`src/rtl/jtag_tap_responder.sv`:
```
// Purpose: JTAG TAP target that answers IR scans with a fixed pattern and DR scans with a PC value or bypass bit.
// Latency: tap_state settles within 4 clk of a tck pin rise; tdo settles within 3 clk of a tck pin fall.
// Backpressure: none; the tck/tms/tdi pins are always sampled, and tck high/low must each last >= 3 clk.
//
// Ports:
//   clk, reset       system clock, asynchronous active-high reset
//   tck, tms, tdi    JTAG pins from the initiator (asynchronous to clk)
//   pc_value         word loaded into the DR shift register in Capture-DR under PC_OPCODE
//   tdo              JTAG data out, driven on tck falling edges
//   ir_value         current (updated) instruction register
//   dr_value         last DR word latched at Update-DR under PC_OPCODE
//   dr_update        one-clk pulse when dr_value is written
//   tap_state        current TAP state (0 = Test-Logic-Reset ... 15 = Update-IR)
module jtag_tap_responder #(
  parameter int                  IR_WIDTH   = 8,
  parameter int                  DR_WIDTH   = 16,
  parameter logic [IR_WIDTH-1:0] PC_OPCODE  = 8'h84,
  parameter logic [IR_WIDTH-1:0] IR_CAPTURE = 8'h89
) (
  input  logic                clk,
  input  logic                reset,
  input  logic                tck,
  input  logic                tms,
  input  logic                tdi,
  input  logic [DR_WIDTH-1:0] pc_value,
  output logic                tdo,
  output logic [IR_WIDTH-1:0] ir_value,
  output logic [DR_WIDTH-1:0] dr_value,
  output logic                dr_update,
  output logic [3:0]          tap_state
);

  typedef enum logic [3:0] {
    TLR        = 4'd0,
    RTI        = 4'd1,
    SELECT_DR  = 4'd2,
    CAPTURE_DR = 4'd3,
    SHIFT_DR   = 4'd4,
    EXIT1_DR   = 4'd5,
    PAUSE_DR   = 4'd6,
    EXIT2_DR   = 4'd7,
    UPDATE_DR  = 4'd8,
    SELECT_IR  = 4'd9,
    CAPTURE_IR = 4'd10,
    SHIFT_IR   = 4'd11,
    EXIT1_IR   = 4'd12,
    PAUSE_IR   = 4'd13,
    EXIT2_IR   = 4'd14,
    UPDATE_IR  = 4'd15
  } tap_state_t;

  // Pin synchronizers. tms/tdi are taken from stage 2 so they line up with
  // the stage-2 tck used for edge detection.
  logic tck_s1, tck_s2, tck_s3;
  logic tms_s1, tms_s2;
  logic tdi_s1, tdi_s2;

  always_ff @(posedge clk or posedge reset) begin
    if (reset) begin
      tck_s1 <= 1'b0;
      tck_s2 <= 1'b0;
      tck_s3 <= 1'b0;
      tms_s1 <= 1'b0;
      tms_s2 <= 1'b0;
      tdi_s1 <= 1'b0;
      tdi_s2 <= 1'b0;
    end else begin
      tck_s1 <= tck;
      tck_s2 <= tck_s1;
      tck_s3 <= tck_s2;
      tms_s1 <= tms;
      tms_s2 <= tms_s1;
      tdi_s1 <= tdi;
      tdi_s2 <= tdi_s1;
    end
  end

  logic tck_rise;
  logic tck_fall;
  assign tck_rise = tck_s2 & ~tck_s3;
  assign tck_fall = ~tck_s2 & tck_s3;

  function automatic tap_state_t next_state(input tap_state_t s, input logic m);
    case (s)
      TLR:        return m ? TLR       : RTI;
      RTI:        return m ? SELECT_DR : RTI;
      SELECT_DR:  return m ? SELECT_IR : CAPTURE_DR;
      CAPTURE_DR: return m ? EXIT1_DR  : SHIFT_DR;
      SHIFT_DR:   return m ? EXIT1_DR  : SHIFT_DR;
      EXIT1_DR:   return m ? UPDATE_DR : PAUSE_DR;
      PAUSE_DR:   return m ? EXIT2_DR  : PAUSE_DR;
      EXIT2_DR:   return m ? UPDATE_DR : SHIFT_DR;
      UPDATE_DR:  return m ? SELECT_DR : RTI;
      SELECT_IR:  return m ? TLR       : CAPTURE_IR;
      CAPTURE_IR: return m ? EXIT1_IR  : SHIFT_IR;
      SHIFT_IR:   return m ? EXIT1_IR  : SHIFT_IR;
      EXIT1_IR:   return m ? UPDATE_IR : PAUSE_IR;
      PAUSE_IR:   return m ? EXIT2_IR  : PAUSE_IR;
      EXIT2_IR:   return m ? UPDATE_IR : SHIFT_IR;
      UPDATE_IR:  return m ? SELECT_DR : RTI;
      default:    return TLR;
    endcase
  endfunction

  tap_state_t           state_q;
  logic [IR_WIDTH-1:0]  ir_shift;
  logic [DR_WIDTH-1:0]  dr_shift;
  logic                 bypass_q;
  logic                 pc_sel;

  // The DR path is chosen by the already-updated instruction, not ir_shift.
  assign pc_sel    = (ir_value == PC_OPCODE);
  assign tap_state = state_q;

  always_ff @(posedge clk or posedge reset) begin
    if (reset) begin
      state_q   <= TLR;
      ir_shift  <= '0;
      dr_shift  <= '0;
      bypass_q  <= 1'b0;
      ir_value  <= '1;
      dr_value  <= '0;
      dr_update <= 1'b0;
      tdo       <= 1'b0;
    end else begin
      dr_update <= 1'b0;
      if (tck_rise) begin
        // Actions belong to the state being left on this tck rise.
        case (state_q)
          TLR:        ir_value <= '1;
          CAPTURE_IR: ir_shift <= IR_CAPTURE;
          SHIFT_IR:   ir_shift <= {ir_shift[IR_WIDTH-2:0], tdi_s2};
          CAPTURE_DR: begin
            if (pc_sel) dr_shift <= pc_value;
            else        bypass_q <= 1'b0;
          end
          SHIFT_DR: begin
            if (pc_sel) dr_shift <= {dr_shift[DR_WIDTH-2:0], tdi_s2};
            else        bypass_q <= tdi_s2;
          end
          UPDATE_IR:  ir_value <= ir_shift;
          UPDATE_DR: begin
            if (pc_sel) begin
              dr_value  <= dr_shift;
              dr_update <= 1'b1;
            end
          end
          default: ;
        endcase
        state_q <= next_state(state_q, tms_s2);
      end else if (tck_fall) begin
        // tdo follows the shift register MSB on the falling edge so the
        // initiator sees a stable bit at its next rising edge.
        if (state_q == SHIFT_IR) begin
          tdo <= ir_shift[IR_WIDTH-1];
        end else if (state_q == SHIFT_DR) begin
          tdo <= pc_sel ? dr_shift[DR_WIDTH-1] : bypass_q;
        end
      end
    end
  end

endmodule

```
`config.mk`:
```
export PLATFORM = sky130hd
export DESIGN_NAME = jtag_tap_responder
export DESIGN_NICKNAME = d
export VERILOG_FILES = /design/src/rtl/jtag_tap_responder.sv
export SDC_FILE = /design/constraint.sdc
export NUM_CORES = 1
export LEC_CHECK = 0
export BUFFER_PORTS_ARGS = -buffer_cell sky130_fd_sc_hd__buf_2
export CAP_MARGIN = 15
export CORE_MARGIN = 2
export CORE_UTILIZATION = 40
export DETAILED_ROUTE_END_ITERATION = 10
export PLACE_DENSITY = 0.67
export SYNTH_ARGS = -nofsm -noshare
export SYNTH_HDL_FRONTEND = slang
export SYNTH_SLANG_ARGS = --single-unit
```
`constraint.sdc`:
```
create_clock -name clk -period 2.5 [get_ports clk]
set_clock_uncertainty 0.2 [all_clocks]
set_input_delay 0.5 -clock clk [delete_from_list [all_inputs] [get_ports clk]]
set_output_delay 0.5 -clock clk [all_outputs]
set_load 0.01 [all_outputs]
```
==> key figures <==
Outcome
  – Outcome: complete, no violations

Clocking
  – Post-cts gate resize count: 0
  – Hold_buf cts: 0
  – CTS clk-pin slew, worst paths: 0.07 ns
  – Clock sink count: 62
  – Max clock buf depth: 2
  – H-tree depth: 3
  – Skew-Pair Late Insertion Delay: 0.34 ns
  – CTS tree: yes
  – Setup bufs post-CTS: 0
  – Total CTS buffers: 9
  – CTS root buffer: clkbuf_8

Drt
  – Drt pass-1 iters: 4
  – Vias per cell: slightly above 5
  – Final wirelength: 5530 um
  – Via count: 1,958
  – Routed Antenna Nets: 0
  – 1st-iter DRT viols: 123
  – DRC: 0
  – Drt wl/cell: around 15 um

Cells and area
  – Area Overhead vs Synth: 19.2%
  – Antenna diodes: 0
  – NumNets Final: 317
  – Non-filler cells in the finished layout: about 380
  – Fraction of layout cells with a size suffix above 1: between 30% and 40%
  – Final Util: roughly half

Setup path
  – Startpoint types: flop
  – Worst setup path class: reg -> reg
  – CP peak stage delay: 0.54 ns
  – Crit-path max FO: 17
  – CP bufs+invs: 0
  – Worst path slowest cell: dfstp_2
  – Req. time, crit path: 2.52 ns
  – Arr. time, crit path: roughly 2.3 ns
  – CP Cell Sequence: nor4b_2, and2_1, nand4_4, mux2_4
  – Crit-path leading delay family: simple AND/OR/NAND/NOR gates
  – CP Capture Type: flop

Floorplanning
  – Rows: 30
  – Die area: 0.00762 mm2
  – Starting density of the core: 41.1%
  – Die W: 87.3 um
  – # IOs: 51
  – Chip height: slightly below 90 um
  – Core area: slightly below 0.007 mm2

Synthesis
  – Top_reg_cell synth: dfrtp_1
  – Top cells by count, synth: dfrtp_1 (54), nand2_1 (30), o21ai_0 (23), mux2i_1 (17), nor2_1 (10)
  – Cell variety after synth: 40
  – Post-Syn Nets: 264
  – Asr flop ratio synth: 100%
  – FF+latch count, synth: 62
  – Synthesized instance count: 243
  – Register area share after synthesis: 56.2%
  – Post-Syn Area: 0.00278 mm2
  – Synth warnings: 0
  – Main area contributors after synthesis: dfrtp_1 (49%), dfstp_2 (7.6%), mux2i_1 (6.1%), mux2_4 (4.9%), o21ai_0 (4.1%)
  – Avg Inst Size Synth: 11.4 um2
  – Yosys top cell by area: dfrtp_1
  – Cell with the most instances after synthesis: dfrtp_1
  – Number of flops mapped to enable cells by yosys: 0
  – Top cell type's share of synthesized area: roughly 49%

Global routing
  – Largest net degree at the start of global routing: 63
  – Met2 GRT Util: 22.5%
  – Initial antenna violation count: 0
  – Vias in the first global route: 1,935
  – GRT met3 Usage: 5.50%
  – M1 GR Usage: 23.8%
  – GRT Max-Usage Layer: met1
  – Global-route congestion overflow total: 0
  – Total GRT Usage: 16.5%
  – First-pass GRT wire length: about 9500 um

Pwr
  – Power Density: 821 mW/mm2
  – Peak supply drop: 405 uV
  – Pleak: 0.00159 uW
  – Final Total Pwr: ~2700 uW

Placed design
  – Setup slack after placement: 0.244 ns
  – Final Wtd Congestion: 0.761
  – IO Port Bufs: 50
  – Placed cell count: between 300 and 400
  – DP HPWL: 3750 um

STA
  – Final critical-path required period: 2.25 ns
  – Fmax: 445 MHz
  – Unrepaired setup endpoints after global routing: no
  – Worst slew margin: 69.0%
  – Setup violations, final: 0
  – Final Cycle Share: 89.9%
  – Fin Setup TNS: 0 ns
  – Worst slew pin tran: 0.458 ns
  – Final count of hold timing violations: 0
  – Final Max Slew Viols: 0
  – Worst setup margin: ~0.25 ns

Flow run
  – MaxCap Viol Count: 0

Worst hold path
  – Min-delay worst type: in -> async
-- cells in the final DEF, fill, tap and decap left out, types with 3 or more instances in the layout --
cell,Yosys,final
a21oi_1,9,9
dfstp_2,8,8
nand2_1,30,30
o21ai_0,23,23
mux2i_1,17,17
clkinv_2,0,3
a31oi_1,4,4
nand3_1,6,6
dfrtp_1,54,54
buf_4,1,9
inv_1,7,6
mux2_4,9,9
nor2_1,10,10
mux2_2,8,8
buf_2,6,50
clkbuf_8,0,10
o22a_1,8,8
nor2b_1,6,6
-- report_power, final --
group	switching, uW	internal (uW)
registers	121	1130
logic	388	317
clock network	377	382
-- worst paths after layout --
kind                             start     endpoint  slack [ns]  cells after the start
min reg2reg                     tdi_s1       tdi_s2        0.15                      0
min                              reset  ir_shift[4]        0.01                      3
max in group asynchronous        reset  ir_value[5]        1.78                      3
min in group clk                   tck       tck_s1        0.07                      1
max reg2reg                ir_value[2]  dr_value[5]        0.25                      4
max                        ir_value[2]  dr_value[5]        0.25                      4
-- registers in the layout (all words and copies together), names as in the netlist --
register / count
tms_s1: 1
tdi_s2: 1
tms_s2: 1
tck_s1: 1
tck_s2: 1
ir_shift: 8
tap_state: 4
bypass_q: 1
dr_shift: 16
dr_update: 1
tdi_s1: 1
tdo: 1
dr_value: 16
ir_value: 8
tck_s3: 1
-- worst min-delay path, cell delays in order --
cell	delay, ns
buf_2	0.10
inv_2	0.06
buf_12	0.29
-- area by class of cell --
cell class | count | area (um2)
Fill cell | 615 | 3450
Sequential cell | 62 | 1560
Multi-Input combinational cell | 156 | 1120
Timing Repair Buffer | 60 | 338
Clock buffer | 12 | 145
Tap cell | 80 | 100
Inverter | 7 | 26.3
Clock inverter | 4 | 22.5
-- logic make-up after synthesis --
logic type / Yosys count / synth area share [%]
buffers and inverters: 25 / 4.06
and+or+nand+nor: 66 / 12.9
DFF: 62 / 56.2
muxes: 34 / 14.2
AOI/OAI and AO/OA: 56 / 12.6
-- routing by layer --
layer / part of all wire [%] / vias up
met3: 5.1 / 9
met2: 43 / 45
met4: 1.8 / 0
met5: 0 / -
met1: 50 / 933
li1: - / 971
-- stage by stage --
stage / hold WS [ns] / instance area [um2]
finish: 0.0126 / 3310
global route: 0.0401 / 3310
CTS: 0.0179 / 3310
detailed placement: 0.137 / 3140
global placement: 0.133 / 3140
floorplan: 0.131 / 2780
(Power assumes the default switching activity.)
